`src/rtl/muldiv_pkg.sv`:
```
// muldiv_pkg: shared types and constants for the RV32M multiply/divide unit.
//   op_t    - funct3 operation encodings
//   state_t - sequencing states of muldiv_unit
//   DIV_ZERO_Q / INT_MIN - special-case result constants
package muldiv_pkg;

  localparam int unsigned XLEN = 32;

  typedef enum logic [2:0] {
    OP_MUL    = 3'b000,
    OP_MULH   = 3'b001,
    OP_MULHSU = 3'b010,
    OP_MULHU  = 3'b011,
    OP_DIV    = 3'b100,
    OP_DIVU   = 3'b101,
    OP_REM    = 3'b110,
    OP_REMU   = 3'b111
  } op_t;

  typedef enum logic [1:0] {
    ST_IDLE,
    ST_CALC,
    ST_DONE
  } state_t;

  localparam logic [XLEN-1:0] DIV_ZERO_Q = '1;
  localparam logic [XLEN-1:0] INT_MIN    = {1'b1, {(XLEN-1){1'b0}}};

  function automatic logic is_div(input op_t o);
    return o inside {OP_DIV, OP_DIVU, OP_REM, OP_REMU};
  endfunction

endpackage

```
`src/rtl/muldiv_div_core.sv`:
```
// div_core: unsigned restoring divider datapath, one quotient bit per step.
// Ports:
//   clk, rst      - clock, synchronous active-high reset
//   load_i        - capture dividend/divisor and clear the partial remainder
//   step_i        - perform one shift-subtract step
//   dividend_i    - unsigned dividend
//   divisor_i     - unsigned divisor
//   quo_next_o    - quotient after the current step (combinational)
//   rem_next_o    - remainder after the current step (combinational)
// The next-step values are exported so the owner can register the final
// answer in the same cycle as the last step.
module div_core #(
  parameter int unsigned DATA_WIDTH = 32
) (
  input  logic                  clk,
  input  logic                  rst,
  input  logic                  load_i,
  input  logic                  step_i,
  input  logic [DATA_WIDTH-1:0] dividend_i,
  input  logic [DATA_WIDTH-1:0] divisor_i,
  output logic [DATA_WIDTH-1:0] quo_next_o,
  output logic [DATA_WIDTH-1:0] rem_next_o
);

  localparam int unsigned W = DATA_WIDTH;

  logic [W-1:0] rem_q, rem_d;
  logic [W-1:0] quo_q, quo_d;
  logic [W-1:0] dvs_q;
  logic [W:0]   shifted;
  logic [W:0]   diff;

  // quo_q starts as the dividend; its MSB feeds the remainder each step while
  // quotient bits enter at the LSB. The remainder stays below the divisor, so
  // the shifted value always fits in W+1 bits.
  always_comb begin
    shifted = {rem_q, quo_q[W-1]};
    diff    = shifted - {1'b0, dvs_q};
    if (!diff[W]) begin
      rem_d = diff[W-1:0];
      quo_d = {quo_q[W-2:0], 1'b1};
    end else begin
      rem_d = shifted[W-1:0];
      quo_d = {quo_q[W-2:0], 1'b0};
    end
  end

  always_ff @(posedge clk) begin
    if (rst) begin
      rem_q <= '0;
      quo_q <= '0;
      dvs_q <= '0;
    end else if (load_i) begin
      rem_q <= '0;
      quo_q <= dividend_i;
      dvs_q <= divisor_i;
    end else if (step_i) begin
      rem_q <= rem_d;
      quo_q <= quo_d;
    end
  end

  assign quo_next_o = quo_d;
  assign rem_next_o = rem_d;

endmodule

```
`src/rtl/muldiv_unit.sv`:
```
// muldiv_unit: iterative RV32M multiply/divide unit with start/busy/done.
// Ports:
//   clk, rst  - clock, synchronous active-high reset
//   start     - launch request (sampled only when idle)
//   kill      - abort in-flight operation; also blocks a launch
//   op        - funct3 operation code
//   src_a     - rs1 / dividend / multiplicand
//   src_b     - rs2 / divisor / multiplier
//   busy      - high while not idle
//   done      - one-cycle pulse with result valid
//   result    - registered result, held until the next done
// Build option: MULDIV_FAST_MUL_EN selects a single-cycle combinational
// multiplier for the four multiply ops; otherwise multiplies iterate.
module muldiv_unit
  import muldiv_pkg::*;
#(
  parameter int unsigned DATA_WIDTH = 32,
  parameter int unsigned OP_WIDTH   = 3
) (
  input  logic                  clk,
  input  logic                  rst,
  input  logic                  start,
  input  logic                  kill,
  input  logic [OP_WIDTH-1:0]   op,
  input  logic [DATA_WIDTH-1:0] src_a,
  input  logic [DATA_WIDTH-1:0] src_b,
  output logic                  busy,
  output logic                  done,
  output logic [DATA_WIDTH-1:0] result
);

  localparam int unsigned W  = DATA_WIDTH;
  localparam int unsigned CW = $clog2(W);
  localparam logic [CW-1:0] LAST = CW'(W - 1);

  state_t         state_q;
  op_t            op_q;
  logic           neg_q;
  logic [CW-1:0]  cnt_q;
  logic [W-1:0]   mcand_q;
  logic [2*W-1:0] prod_q;
  logic [W-1:0]   result_q;
  logic           done_q;
  logic           busy_q;

  op_t            op_in;
  logic           a_sgn, b_sgn, neg_d;
  logic [W-1:0]   mag_a, mag_b;
  logic           special;
  logic [W-1:0]   spec_res;
  logic           launch;
  logic [W:0]     add_sum;
  logic [2*W-1:0] prod_d;
  logic [W-1:0]   final_res;
  logic [W-1:0]   quo_next, rem_next;
`ifdef MULDIV_FAST_MUL_EN
  logic [2*W-1:0] fast_prod;
`endif

  function automatic logic [W-1:0] mul_pick(input logic [2*W-1:0] p, input logic neg,
                                            input op_t o);
    logic [2*W-1:0] s;
    s = neg ? -p : p;
    return (o == OP_MUL) ? s[W-1:0] : s[2*W-1:W];
  endfunction

  // neg carries the quotient sign for DIV/DIVU and the dividend sign for REM/REMU.
  function automatic logic [W-1:0] div_pick(input logic [W-1:0] q, input logic [W-1:0] r,
                                            input logic neg, input op_t o);
    logic [W-1:0] v;
    v = (o inside {OP_DIV, OP_DIVU}) ? q : r;
    return neg ? -v : v;
  endfunction

  // Operand decode, magnitudes and special-case detection (used only in IDLE).
  always_comb begin
    op_in  = op_t'(op);
    a_sgn  = (op_in inside {OP_MULH, OP_MULHSU, OP_DIV, OP_REM}) && src_a[W-1];
    b_sgn  = (op_in inside {OP_MULH, OP_DIV, OP_REM}) && src_b[W-1];
    mag_a  = a_sgn ? -src_a : src_a;
    mag_b  = b_sgn ? -src_b : src_b;
    neg_d  = (op_in == OP_REM) ? a_sgn : (a_sgn ^ b_sgn);
    launch = (state_q == ST_IDLE) && start && !kill;
    special  = 1'b0;
    spec_res = '0;
`ifdef MULDIV_FAST_MUL_EN
    fast_prod = {{W{1'b0}}, mag_a} * {{W{1'b0}}, mag_b};
`endif
    if (is_div(op_in) && (src_b == '0)) begin
      special  = 1'b1;
      spec_res = (op_in inside {OP_DIV, OP_DIVU}) ? DIV_ZERO_Q : src_a;
    end else if ((op_in inside {OP_DIV, OP_REM}) && (src_a == INT_MIN) && (src_b == '1)) begin
      special  = 1'b1;
      spec_res = (op_in == OP_DIV) ? INT_MIN : '0;
    end
`ifdef MULDIV_FAST_MUL_EN
    else if (!is_div(op_in)) begin
      special  = 1'b1;
      spec_res = mul_pick(fast_prod, neg_d, op_in);
    end
`endif
  end

  // One shift-add multiply step; final answers are taken from the next-step
  // values so result registers together with the last iteration.
  always_comb begin
    add_sum   = {1'b0, prod_q[2*W-1:W]} + {1'b0, (prod_q[0] ? mcand_q : {W{1'b0}})};
    prod_d    = {add_sum, prod_q[W-1:1]};
    final_res = is_div(op_q) ? div_pick(quo_next, rem_next, neg_q, op_q)
                             : mul_pick(prod_d, neg_q, op_q);
  end

  div_core #(
    .DATA_WIDTH(W)
  ) u_div_core (
    .clk        (clk),
    .rst        (rst),
    .load_i     (launch),
    .step_i     ((state_q == ST_CALC) && is_div(op_q)),
    .dividend_i (mag_a),
    .divisor_i  (mag_b),
    .quo_next_o (quo_next),
    .rem_next_o (rem_next)
  );

  always_ff @(posedge clk) begin
    if (rst) begin
      state_q  <= ST_IDLE;
      op_q     <= OP_MUL;
      neg_q    <= 1'b0;
      cnt_q    <= '0;
      mcand_q  <= '0;
      prod_q   <= '0;
      result_q <= '0;
      done_q   <= 1'b0;
      busy_q   <= 1'b0;
    end else begin
      case (state_q)
        ST_IDLE: begin
          done_q <= 1'b0;
          if (launch) begin
            op_q    <= op_in;
            neg_q   <= neg_d;
            cnt_q   <= '0;
            mcand_q <= mag_a;
            prod_q  <= {{W{1'b0}}, mag_b};
            busy_q  <= 1'b1;
            if (special) begin
              result_q <= spec_res;
              done_q   <= 1'b1;
              state_q  <= ST_DONE;
            end else begin
              state_q  <= ST_CALC;
            end
          end
        end
        ST_CALC: begin
          if (kill) begin
            state_q <= ST_IDLE;
            busy_q  <= 1'b0;
          end else begin
            cnt_q  <= cnt_q + 1'b1;
            prod_q <= prod_d;
            if (cnt_q == LAST) begin
              result_q <= final_res;
              done_q   <= 1'b1;
              state_q  <= ST_DONE;
            end
          end
        end
        ST_DONE: begin
          done_q  <= 1'b0;
          busy_q  <= 1'b0;
          state_q <= ST_IDLE;
        end
        default: begin
          done_q  <= 1'b0;
          busy_q  <= 1'b0;
          state_q <= ST_IDLE;
        end
      endcase
    end
  end

  assign busy   = busy_q;
  assign done   = done_q;
  assign result = result_q;

endmodule

```
`config.mk`:
```
export PLATFORM = sky130hd
export DESIGN_NAME = muldiv_unit
export DESIGN_NICKNAME = d
export VERILOG_FILES = /design/src/rtl/muldiv_pkg.sv /design/src/rtl/muldiv_div_core.sv /design/src/rtl/muldiv_unit.sv
export SDC_FILE = /design/constraint.sdc
export NUM_CORES = 1
export LEC_CHECK = 0
export ABC_AREA = 1
export CAP_MARGIN = 30
export CORE_UTILIZATION = 40
export CTS_BUF_LIST = sky130_fd_sc_hd__clkbuf_8
export CTS_CLUSTER_DIAMETER = 60
export DETAILED_ROUTE_END_ITERATION = 12
export GPL_ROUTABILITY_DRIVEN = 0
export GPL_TIMING_DRIVEN = 1
export SLEW_MARGIN = 10
export SYNTH_ARGS = -nofsm -noshare
export SYNTH_HDL_FRONTEND = slang
export SYNTH_SLANG_ARGS = --single-unit
```
`constraint.sdc`:
```
create_clock -name clk -period 10.4 [get_ports clk]
set_input_delay 1.04 -clock clk [delete_from_list [all_inputs] [get_ports clk]]
set_output_delay 1.04 -clock clk [all_outputs]
set_load 0.02 [all_outputs]
```
==> metrics.cfg <==
[cells_and_area]
final_cell_mix=nand2_1, inv_1, o21ai_0, nor2_1, a21oi_1
drive_above_1_share=0.06180
n_fill_cell=5171
mostFrequentLayoutCell=nand2_1
final_nets=3525
final_cells=4029
area_growth_pct=12.55
antenna_cells=0

[job]
drv_cap=0

[power_and_ir_drop]
swShare=0.4147
max-vdd-ir-drop_uv=79.60
clkPwrFrac=0.318
p_seq_frac=0.318
power.internal_w=0.001840
p_sw_w=0.001304
p_leak_nw=10.46
power.density_nw_per_um2=142.2
combPwrFrac=0.363

[sta]
worst_slew_pin_slew_ps=949.9
final.setup_skew_ps=33.67
fmax_mhz=214.2
tns_ps=0
period_share=0.4488
setup_viol=0
rsz0062_at_grt=no
layout_min_cycle_time_ps=4668
hold_viol_final=0
relSlewSlack=0.3609
slew_viol_final=0

[clocking]
clockBufferDepth=3
cts-root-buf=clkbuf_8
post-cts-setup-buffer-count=0
cts_hold_buffers=0
clkSinkCount=237
ctsResizeCount=0
clock_latency_ps=630
path_clk_slew_ps=60
cts_tree=done
cts_buffers=46
h-tree-depth=2

[global_routing]
grt_usage=0.3147
antenna_found_initial=2
grt_pass1_vias=20720
grt_pass1_wl_mm=121.8
grt_overflow=0
grt_max_degree=97

[logic_synthesis]
ys_ff_latch=237
synth-edff-count=0
ys.warnings.count=0
yosys.area.top_type=dfxtp_1
syn_nets=3486
syn_inst=3342
seq_area_frac_synth=0.2416
syn_area_sq_um=19640
synth_ff_type=dfxtp_1
yosysUniqueCellTypes=58
synth_top_area_frac=0.2416
syn_avg_cell_area_sq_um=5.875
synthArstFlopShare=0
netlist_top_cells_area=dfxtp_1, nand2_1, inv_1, o21ai_0, a21oi_1

[detailed_routing]
wire_per_inst_microns=19.82
drc_errors=0
vias=22710
vias_per_cell=5.638
ant_nets=0
drt_first_iter_violations=2597
wl_mm=79.85
first_pass_iters=8

[floorplan]
start_util=0.4087
pin_count=105
die_h_microns=223.6
row_count=80
die_area_sq_um=49980
die_x_microns=223.6
coreArea_sq_um=48050

[critical_path]
critical_path_required_ps=10950
cp_max_fo=41
startpoint_type=input pin
path_class=input pin to register
critPathArrivalTime_ps=5220
end_kind=register

[place]
io_buffers=104
hpwl_mm=62.11
dp.cells=3947

[status]
status=complete, no violations

[hold_path]
min_path_type=register to register

==> cell type report <==
class	count	area, sq um	area share
Sequential cell	237	4746	0.2147
Clock inverter	23	161.4	0.007303
Inverter	452	1697	0.07677
Clock buffer	58	798.3	0.03612
Tap cell	615	769.5	0.03482
Multi-Input combinational cell	2515	12670	0.5733
Timing Repair Buffer	129	1259	0.05696
==> layer usage <==
layer / track usage / vias to the layer above / share of wire
met5: 0 / - / 0.00033
li1: - / 10980 / -
met1: 0.4252 / 10430 / 0.43
met2: 0.4887 / 1079 / 0.43
met4: 0.1425 / 4 / 0.048
met3: 0.05352 / 218 / 0.090
==> worst max-delay path: stages <==
cell             delay [ps]
clkdlybuf4s50_1         500
inv_1                   130
ha_1                    180
nand2_1                  60
nor2_1                  120
nand2_1                  90
nor3_1                  270
nand4_1                 120
nor3_1                  230
nand2_1                 530
nand3_1                 310
nand2_1                  70
buf_4                   240
clkinv_1                130
buf_4                   420
nand2_1                 120
a21oi_1                 380
o21ai_1                 130
a21oi_1                 140
==> synth_stat cells (21+ instances only) <==
cell type  instances
inv_1            435
nand3_1          236
nand2_2           28
a21oi_1          283
xnor2_1           28
dfxtp_1          237
clkbuf_1         121
ha_1              71
o21bai_1          21
nor2_1           295
o21ai_0          307
nand4_1           31
xor2_1            45
o211ai_1          30
nand2_1          898
nor3_1            60
==> registers in the layout, indices dropped and copies added (netlist names) <==
signal            cells
prod_q               64
mcand_q              32
result               32
u_div_core.dvs_q     32
u_div_core.quo_q     32
u_div_core.rem_q     32
cnt_q                 5
op_q                  3
state_q               2
busy                  1
done                  1
neg_q                 1
==> per-stage QoR <==
stage          worst slack (ps)  hold slack (ps)  power, W  utilization  area (sq um)
6_report                   5732            457.1  0.003144       0.4600         22100
4_1_cts                    5912            459.4  0.003128       0.4594         22070
5_1_grt                    5522            486.6  0.003311       0.4600         22100
3_3_place_gp               5456            438.6  0.002121       0.4390         21090
2_1_floorplan              7114            428.1  0.001781            -         19640
3_5_place_dp               5260            446.5  0.002128       0.4394         21110
==> kinds of logic after synthesis <==
kind of cell	count (synthesis)	share of synthesized area
AND/OR/NAND/NOR	1616	0.3497
AO/OA/AOI/OAI	753	0.2139
buffers and inverters	590	0.1149
flip-flops	237	0.2416
XOR/XNOR	73	0.03256
adder cells (fa/ha/maj)	73	0.04728
==> final timing paths <==
check | cells past startpoint | start | end | slack (ps)
setup / recovery | 19 | src_b[0] | result[18]$_SDFFE_PP0P_ | 5730
hold / removal | 2 | mcand_q[2]$_SDFFE_PP0P_ | mcand_q[2]$_SDFFE_PP0P_ | 460
setup reg to reg | 26 | u_div_core.quo_q[31]$_SDFFE_PP0P_ | result[25]$_SDFFE_PP0P_ | 6120
hold reg to reg | 2 | mcand_q[2]$_SDFFE_PP0P_ | mcand_q[2]$_SDFFE_PP0P_ | 460
==> power by group through the flow <==
stage,clock (W),combinational (W),sequential [W]
after floorplan,0,0.000776,0.00101
after global routing,0.00105,0.00125,0.00100
after detailed placement,0,0.00111,0.00102
after CTS,0.00101,0.00112,0.000998
after global placement,0,0.00110,0.00102
final,0.00100,0.00114,0.00100
(Power assumes the default switching activity.)
